$ cat src/rtl/led_pkg.sv
// Shared encodings for the LED sequencer: pattern modes and bounce direction.
package led_pkg;

   typedef enum logic [1:0] {
      MODE_ROT_L  = 2'd0,
      MODE_ROT_R  = 2'd1,
      MODE_BOUNCE = 2'd2,
      MODE_FILL   = 2'd3
   } mode_e;

   typedef enum logic {
      DIR_UP   = 1'b0,
      DIR_DOWN = 1'b1
   } dir_e;

endpackage

$ cat src/rtl/led_prescaler.sv
// Step prescaler: counts enabled cycles 0..DIV-1 and flags the last one as a tick.
module led_prescaler #(
   parameter int unsigned DIV = 1000000
) (
   input  logic clk,
   input  logic rst,
   input  logic en,
   output logic tick
);

   localparam int unsigned CW = (DIV > 1) ? $clog2(DIV) : 1;
   localparam logic [CW-1:0] CNT_MAX = CW'(DIV - 1);

   logic [CW-1:0] cnt_q;
   logic [CW-1:0] cnt_d;

   // tick is combinational from en so the pattern engine registers on the same edge
   always_comb begin
      tick  = en && (cnt_q == CNT_MAX);
      cnt_d = cnt_q;
      if (en) begin
         cnt_d = tick ? '0 : cnt_q + 1'b1;
      end
   end

   always_ff @(posedge clk or negedge rst) begin
      if (!rst) begin
         cnt_q <= '0;
      end else begin
         cnt_q <= cnt_d;
      end
   end

endmodule

$ cat src/rtl/led_sequencer.sv
// LED pattern sequencer: rotate-left/right, bounce and fill, advancing one step per prescaler tick.
module led_sequencer
   import led_pkg::*;
#(
   parameter int unsigned N_LED      = 8,
   parameter int unsigned DIV        = 1000000,
   parameter bit          ACTIVE_LOW = 1'b1
) (
   input  logic             clk,
   input  logic             rst,
   input  logic             en,
   input  logic [1:0]       mode,
   output logic [N_LED-1:0] led,
   output logic             step
);

   localparam int unsigned IW = $clog2(N_LED);
   localparam logic [IW-1:0] IDX_MAX = IW'(N_LED - 1);
   localparam logic [IW-1:0] IDX_ONE = IW'(1);
   localparam logic [N_LED-1:0] LIT0 = N_LED'(1);
   localparam logic [N_LED-1:0] LED_RST = ACTIVE_LOW ? ~LIT0 : LIT0;

   logic          tick;
   logic [IW-1:0] idx_q, idx_d;
   dir_e          dir_q, dir_d;
   mode_e         mode_q, mode_d;
   logic [N_LED-1:0] led_q, led_d;
   logic          step_q, step_d;

   function automatic logic [N_LED-1:0] lit_vec(input logic [IW-1:0] idx, input mode_e m);
      logic [N_LED-1:0] v;
      v = '0;
      for (int unsigned i = 0; i < N_LED; i++) begin
         v[i] = (m == MODE_FILL) ? (i <= 32'(idx)) : (i == 32'(idx));
      end
      return v;
   endfunction

   function automatic logic [N_LED-1:0] drive(input logic [N_LED-1:0] lit);
      return ACTIVE_LOW ? ~lit : lit;
   endfunction

   led_prescaler #(
      .DIV (DIV)
   ) u_prescaler (
      .clk  (clk),
      .rst  (rst),
      .en   (en),
      .tick (tick)
   );

   always_comb begin
      idx_d  = idx_q;
      dir_d  = dir_q;
      mode_d = mode_q;
      led_d  = led_q;
      step_d = 1'b0;
      if (tick) begin
         step_d = 1'b1;
         if (mode_e'(mode) != mode_q) begin
            mode_d = mode_e'(mode);
            idx_d  = '0;
            dir_d  = DIR_UP;
         end else begin
            case (mode_q)
               MODE_ROT_R: idx_d = (idx_q == '0) ? IDX_MAX : idx_q - 1'b1;
               MODE_BOUNCE: begin
                  // endpoints turn around immediately so neither end dwells for two steps
                  if (dir_q == DIR_UP) begin
                     if (idx_q == IDX_MAX) begin
                        dir_d = DIR_DOWN;
                        idx_d = IDX_MAX - 1'b1;
                     end else begin
                        idx_d = idx_q + 1'b1;
                     end
                  end else begin
                     if (idx_q == '0) begin
                        dir_d = DIR_UP;
                        idx_d = IDX_ONE;
                     end else begin
                        idx_d = idx_q - 1'b1;
                     end
                  end
               end
               default: idx_d = (idx_q == IDX_MAX) ? '0 : idx_q + 1'b1;
            endcase
         end
         led_d = drive(lit_vec(idx_d, mode_d));
      end
   end

   always_ff @(posedge clk or negedge rst) begin
      if (!rst) begin
         idx_q  <= '0;
         dir_q  <= DIR_UP;
         mode_q <= MODE_ROT_L;
         led_q  <= LED_RST;
         step_q <= 1'b0;
      end else begin
         idx_q  <= idx_d;
         dir_q  <= dir_d;
         mode_q <= mode_d;
         led_q  <= led_d;
         step_q <= step_d;
      end
   end

   assign led  = led_q;
   assign step = step_q;

endmodule

$ cat config.mk
export PLATFORM = sky130hd
export DESIGN_NAME = led_sequencer
export DESIGN_NICKNAME = d
export VERILOG_FILES = /design/src/rtl/led_pkg.sv /design/src/rtl/led_prescaler.sv /design/src/rtl/led_sequencer.sv
export SDC_FILE = /design/constraint.sdc
export NUM_CORES = 1
export LEC_CHECK = 0
export BUFFER_PORTS_ARGS = -buffer_cell sky130_fd_sc_hd__buf_2
export CAP_MARGIN = 0
export CORE_MARGIN = 1.5
export CORE_UTILIZATION = 57
export CTS_CLUSTER_SIZE = 8
export DETAILED_ROUTE_END_ITERATION = 10
export PLACE_DENSITY_LB_ADDON = 0.15
export SLEW_MARGIN = 5
export SYNTH_ARGS = -nofsm -noshare
export SYNTH_HDL_FRONTEND = slang
export SYNTH_HIERARCHICAL = 1
export SYNTH_SLANG_ARGS = --single-unit
$ cat constraint.sdc
create_clock -name clk -period 5.73 [get_ports clk]
set_input_delay 1.146 -clock clk [delete_from_list [all_inputs] [get_ports clk]]
set_output_delay 1.146 -clock clk [all_outputs]
set_load 0.02 [all_outputs]
* After elaboration in Yosys (flattened, before gate mapping)
Index checks and enable logic that the tools add are counted.
** Cells by class
- Add/subtract/negate cells :: 3
- Magnitude comparators :: 7
- Eq/ne operators :: 13
- Multiplexer cells :: 25
- Bitwise logic cells :: 1
- Reductions and logical operators :: 5
** Operators by type and width (number)
- two-way mux 3 bit :: 7
- adder 20 x 1 -> 20 bit (second input constant) :: 1
- equality test 20 bit (second input constant) :: 1
- two-way mux 20 bit :: 1
- two-way mux 1 bit :: 14
- equality test 3 bit (first input constant) :: 4
- <= comparator 3 bit (first input constant) :: 4
- NOT 8 bit :: 1
- equality test 2 x 3 -> 1 bit (first input constant) :: 2
- <= comparator 2 x 3 -> 1 bit (first input constant) :: 2
- zero test 3 bit :: 2
- one-hot mux 3 bit (2 select lines) :: 1
- equality test 2 bit (second input constant) :: 2
- two-way mux 2 bit :: 2
- adder 3 x 1 -> 3 bit (second input constant) :: 1
- equality test 1 x 3 -> 1 bit (first input constant) :: 1
- equality test 3 bit (second input constant) :: 1
- <= comparator 1 x 3 -> 1 bit (first input constant) :: 1
- subtractor 3 x 1 -> 3 bit (second input constant) :: 1
- equality test 2 x 1 -> 1 bit (second input constant) :: 1
- != test 2 bit :: 1
- AND reduction 2 bit :: 1
- nonzero test 2 bit :: 1
- logical AND 1 bit :: 1
** Storage, ports and cells
- Flip-flop bits (word level) :: 35
- Input port bits :: 5

* Longest topological paths before layout
- Depth after elaboration :: 9
- Gate-level depth with buffers :: 9
- Gate-level depth less buffers :: 9

* By module
Netlist, hierarchy kept.
** By module, submodules not included
- led_prescaler :: instances 1, cells an instance 96, area an instance 982.2 sq um, seq. area each 500.5 sq um
- led_sequencer :: instances 1, cells an instance 100, area an instance 932.1 sq um, seq. area each 384.1 sq um

* Worst setup path before layout
No wires, ideal clock.
- Kind :: input port to flip-flop
- Start point :: input port en
- End point :: register led_q[2] (netlist: led[2])
- Library setup time :: 0.083 ns
- Arrival :: 3.097 ns
- Path slack :: 2.550 ns
- Stages :: 7
- Path through :: buf_2 -> nand3_1 -> or3_1 -> nor3_2 -> clkbuf_1 -> nand2_1 -> o32a_1
** Between the ends
- Word-level cells in the longest chain between the ends :: 1
** RTL lines
- start: declaration :: line led_sequencer.sv:11 : input logic en,
- logical AND 1 bit :: line led_prescaler.sv:19 : tick = en && (cnt_q == CNT_MAX);
- end signal: assignment :: line led_sequencer.sv:103 : led_q <= led_d;
- end: declaration :: line led_sequencer.sv:27 : logic [N_LED-1:0] led_q, led_d;
No other way between the ends.
A chain may end at the register's enable or synchronous reset.

* Final worst setup path
- Start point :: input port en
- End point :: register led_q[5] (netlist: led[5])
The elaborated chain is that of the path after synthesis.

==> results.cfg <==
[outcome]
status = complete, no violations

[yosys]
yosys_warnings = 6
synthCells = 196
synth_ff_type = dfrtp_1
syn_nets = 210
synth_top_area_cell = dfrtp_1
syn-cell-area_um2 = 1910
ys_seq_elements = 35
ys_seq_area_frac = 0.462
avgSynthCellArea_um2 = 9.77
yosys-top-cells-count = 28 x dfrtp_1, 19 x nand2_1, 14 x nor2_1
synth_top_area_frac = 0.366
synth_area_leaders = dfrtp_1 37%, dfstp_2 9.6%, ha_1 5.9%
yosysUniqueCellTypes = 48
synth-edff-count = 0
yosysMostFrequentCell = dfrtp_1
async_flop_share = 1.00

[pwr]
p_int_uw = 375
comb_power_share = 0.083
seq_power_share = 0.567
swShare = 0.261
p_clk_frac = 0.350
p_per_area_nw_per_um2 = 241
vdd_drop_max_mv = 0.210
p_leak_uw = 0.000958
p_sw_uw = 133

[min_path]
hp-class = register to register

[setup_path]
worstPathRequired_ns = 6.00
path_max_fanout = 12
crit_type = input port to register
cp-end-kind = register
cp_data_arrival_time_ns = 3.32
start_kind = input port

[grt]
grt_usage = 0.229
antenna_found_initial = 0
grt_pass1_wl_mm = 6.07
grt_max_degree = 36
grt_pass1_vias = 1427
grt_overflow = 0

[die]
dieArea_um2 = 3710
rows = 20
fp.dieH_um = 61.0
pin_count = 14
initial_utilization = 0.612
core_area_um2 = 3130
die_w_um = 61.0

[timing]
fmax_mhz = 328
period_needed_ns = 3.05
whs_ns = 0.499
slew_headroom = 0.366
slew_viol_final = 0
setup_violations = 0
min_period_over_period = 0.532
grt_setup_unrepaired = false
tns_ns = 0
worst_slew_pin_slew_ns = 0.948
finClkSkew_ns = 0.0203
hold_viol = 0

[placed_design]
gp_congestion = 0.897
dp_hpwl_mm = 2.71
port_buffers = 13

[clock_tree]
htree_levels = 2
cts_root_buffer = clkbuf_4
cts_setup_buffers = 0
cts-buffers-inserted = 5
clkLatencyLatePin_ns = 0.35
cts_buffer_depth = 2
clkTransAtPathRegs_ns = 0.12
cts_resized = 0
clock_sinks = 35
cts_tree = yes
cts_hold_buffers = 0

[detailed_routing]
drtPass1Iterations = 5
via_per_inst = 6.02
antenna_left = 0
avgRoutedWirePerCell_um = 14.7
drc = 0
num_vias = 1553
drt-initial-drc-count = 81
wl_mm = 3.80

[cells_and_area]
fillers = 260
multiInputGateArea_um2 = 960
drive_above_1_share = 0.173
n_antenna_cell = 0
area.sequential_um2 = 885
syn_to_final_growth_pct = 10.0
fin_nets = 227

[run]
max_cap_violations = 0
## kinds of logic after synthesis
kind of cell    count (synthesis)  synth area share
simple gates                   74             0.208
xor+xnor                       15            0.0686
mux                             1           0.00523
compound gates                 44             0.161
buf+inv                        18            0.0366
fa+ha+maj                       9            0.0588
flops                          35             0.462
## metrics by stage
| step | setup WS (ns) | util | total power, uW | cells | instance area, um2 |
|---|---|---|---|---|---|
| floorplan | 2.55 | - | 318 | 196 | 1910 |
| global placement | 2.45 | 0.647 | 332 | 250 | 2020 |
| detailed placement | 2.33 | 0.647 | 334 | 250 | 2020 |
| CTS | 2.72 | 0.673 | 516 | 258 | 2110 |
| global route | 2.53 | 0.673 | 535 | 258 | 2110 |
| finish | 2.68 | 0.673 | 508 | 258 | 2110 |
## flip-flops by register name (all words and copies together), names as in the netlist
| register | cells |
|---|---|
| dir_q | 1 |
| idx_q | 3 |
| led | 8 |
| mode_q | 2 |
| step | 1 |
| u_prescaler/cnt_q | 20 |
## cells in the final DEF (no fill, tap or decap), types with 5 or more instances in the layout
cell	Yosys	final
xor2_1	7	7
buf_2	1	13
xnor2_1	8	8
nor2_1	14	14
inv_1	13	13
clkbuf_4	0	5
nor4_1	5	5
o31ai_1	5	5
dfstp_2	7	7
ha_1	9	9
nand3_1	9	9
nand2_1	19	19
dfrtp_1	28	28
a21oi_1	7	7
or4_1	5	5
o21ai_0	10	10
## power groups by stage
stage | combinational [uW] | clock [uW] | sequential, uW
detailed placement | 42.9 | 0 | 292
global placement | 40.3 | 0 | 291
CTS | 43.3 | 185 | 287
global route | 48.5 | 195 | 292
floorplan | 30.4 | 0 | 288
finish | 42.3 | 178 | 288
## worst max-delay path, stage by stage
cell and delay [ns]:
buf_2 0.15, nand3_1 0.24, or3_1 0.46, nor3_2 0.55, nand2_1 0.32, nor4_1 0.37
a311oi_1 0.08
## path summary, 6_finish.rpt
kind / end / slack, ns / start / cells after the start
min reg2reg: led[0] / 0.50 / led[0] / 2
max in group asynchronous: u_prescaler/cnt_q[4] / 4.39 / rst / 1
min in group asynchronous: dir_q / 0.85 / rst / 1
max: led[5] / 2.68 / en / 7
max reg2reg: led[5] / 3.00 / u_prescaler/cnt_q[0] / 7
min: led[0] / 0.50 / led[0] / 2
## routing by layer
| metal | global-route usage | up-vias | part of all wire |
|---|---|---|---|
| met3 | 0.0682 | 14 | 0.045 |
| met1 | 0.255 | 749 | 0.42 |
| met4 | 0.143 | 0 | 0.037 |
| met5 | 0 | - | 0 |
| met2 | 0.382 | 45 | 0.49 |
| li1 | - | 745 | - |
## cell type report
| cell class | instances | area share |
|---|---|---|
| Timing Repair Buffer | 14 | 0.0345 |
| Multi-Input combinational cell | 143 | 0.456 |
| Inverter | 14 | 0.0250 |
| Clock buffer | 5 | 0.0178 |
| Sequential cell | 35 | 0.420 |
| Tap cell | 44 | 0.0261 |
| Clock inverter | 3 | 0.0208 |
(Power assumes the default switching activity.)
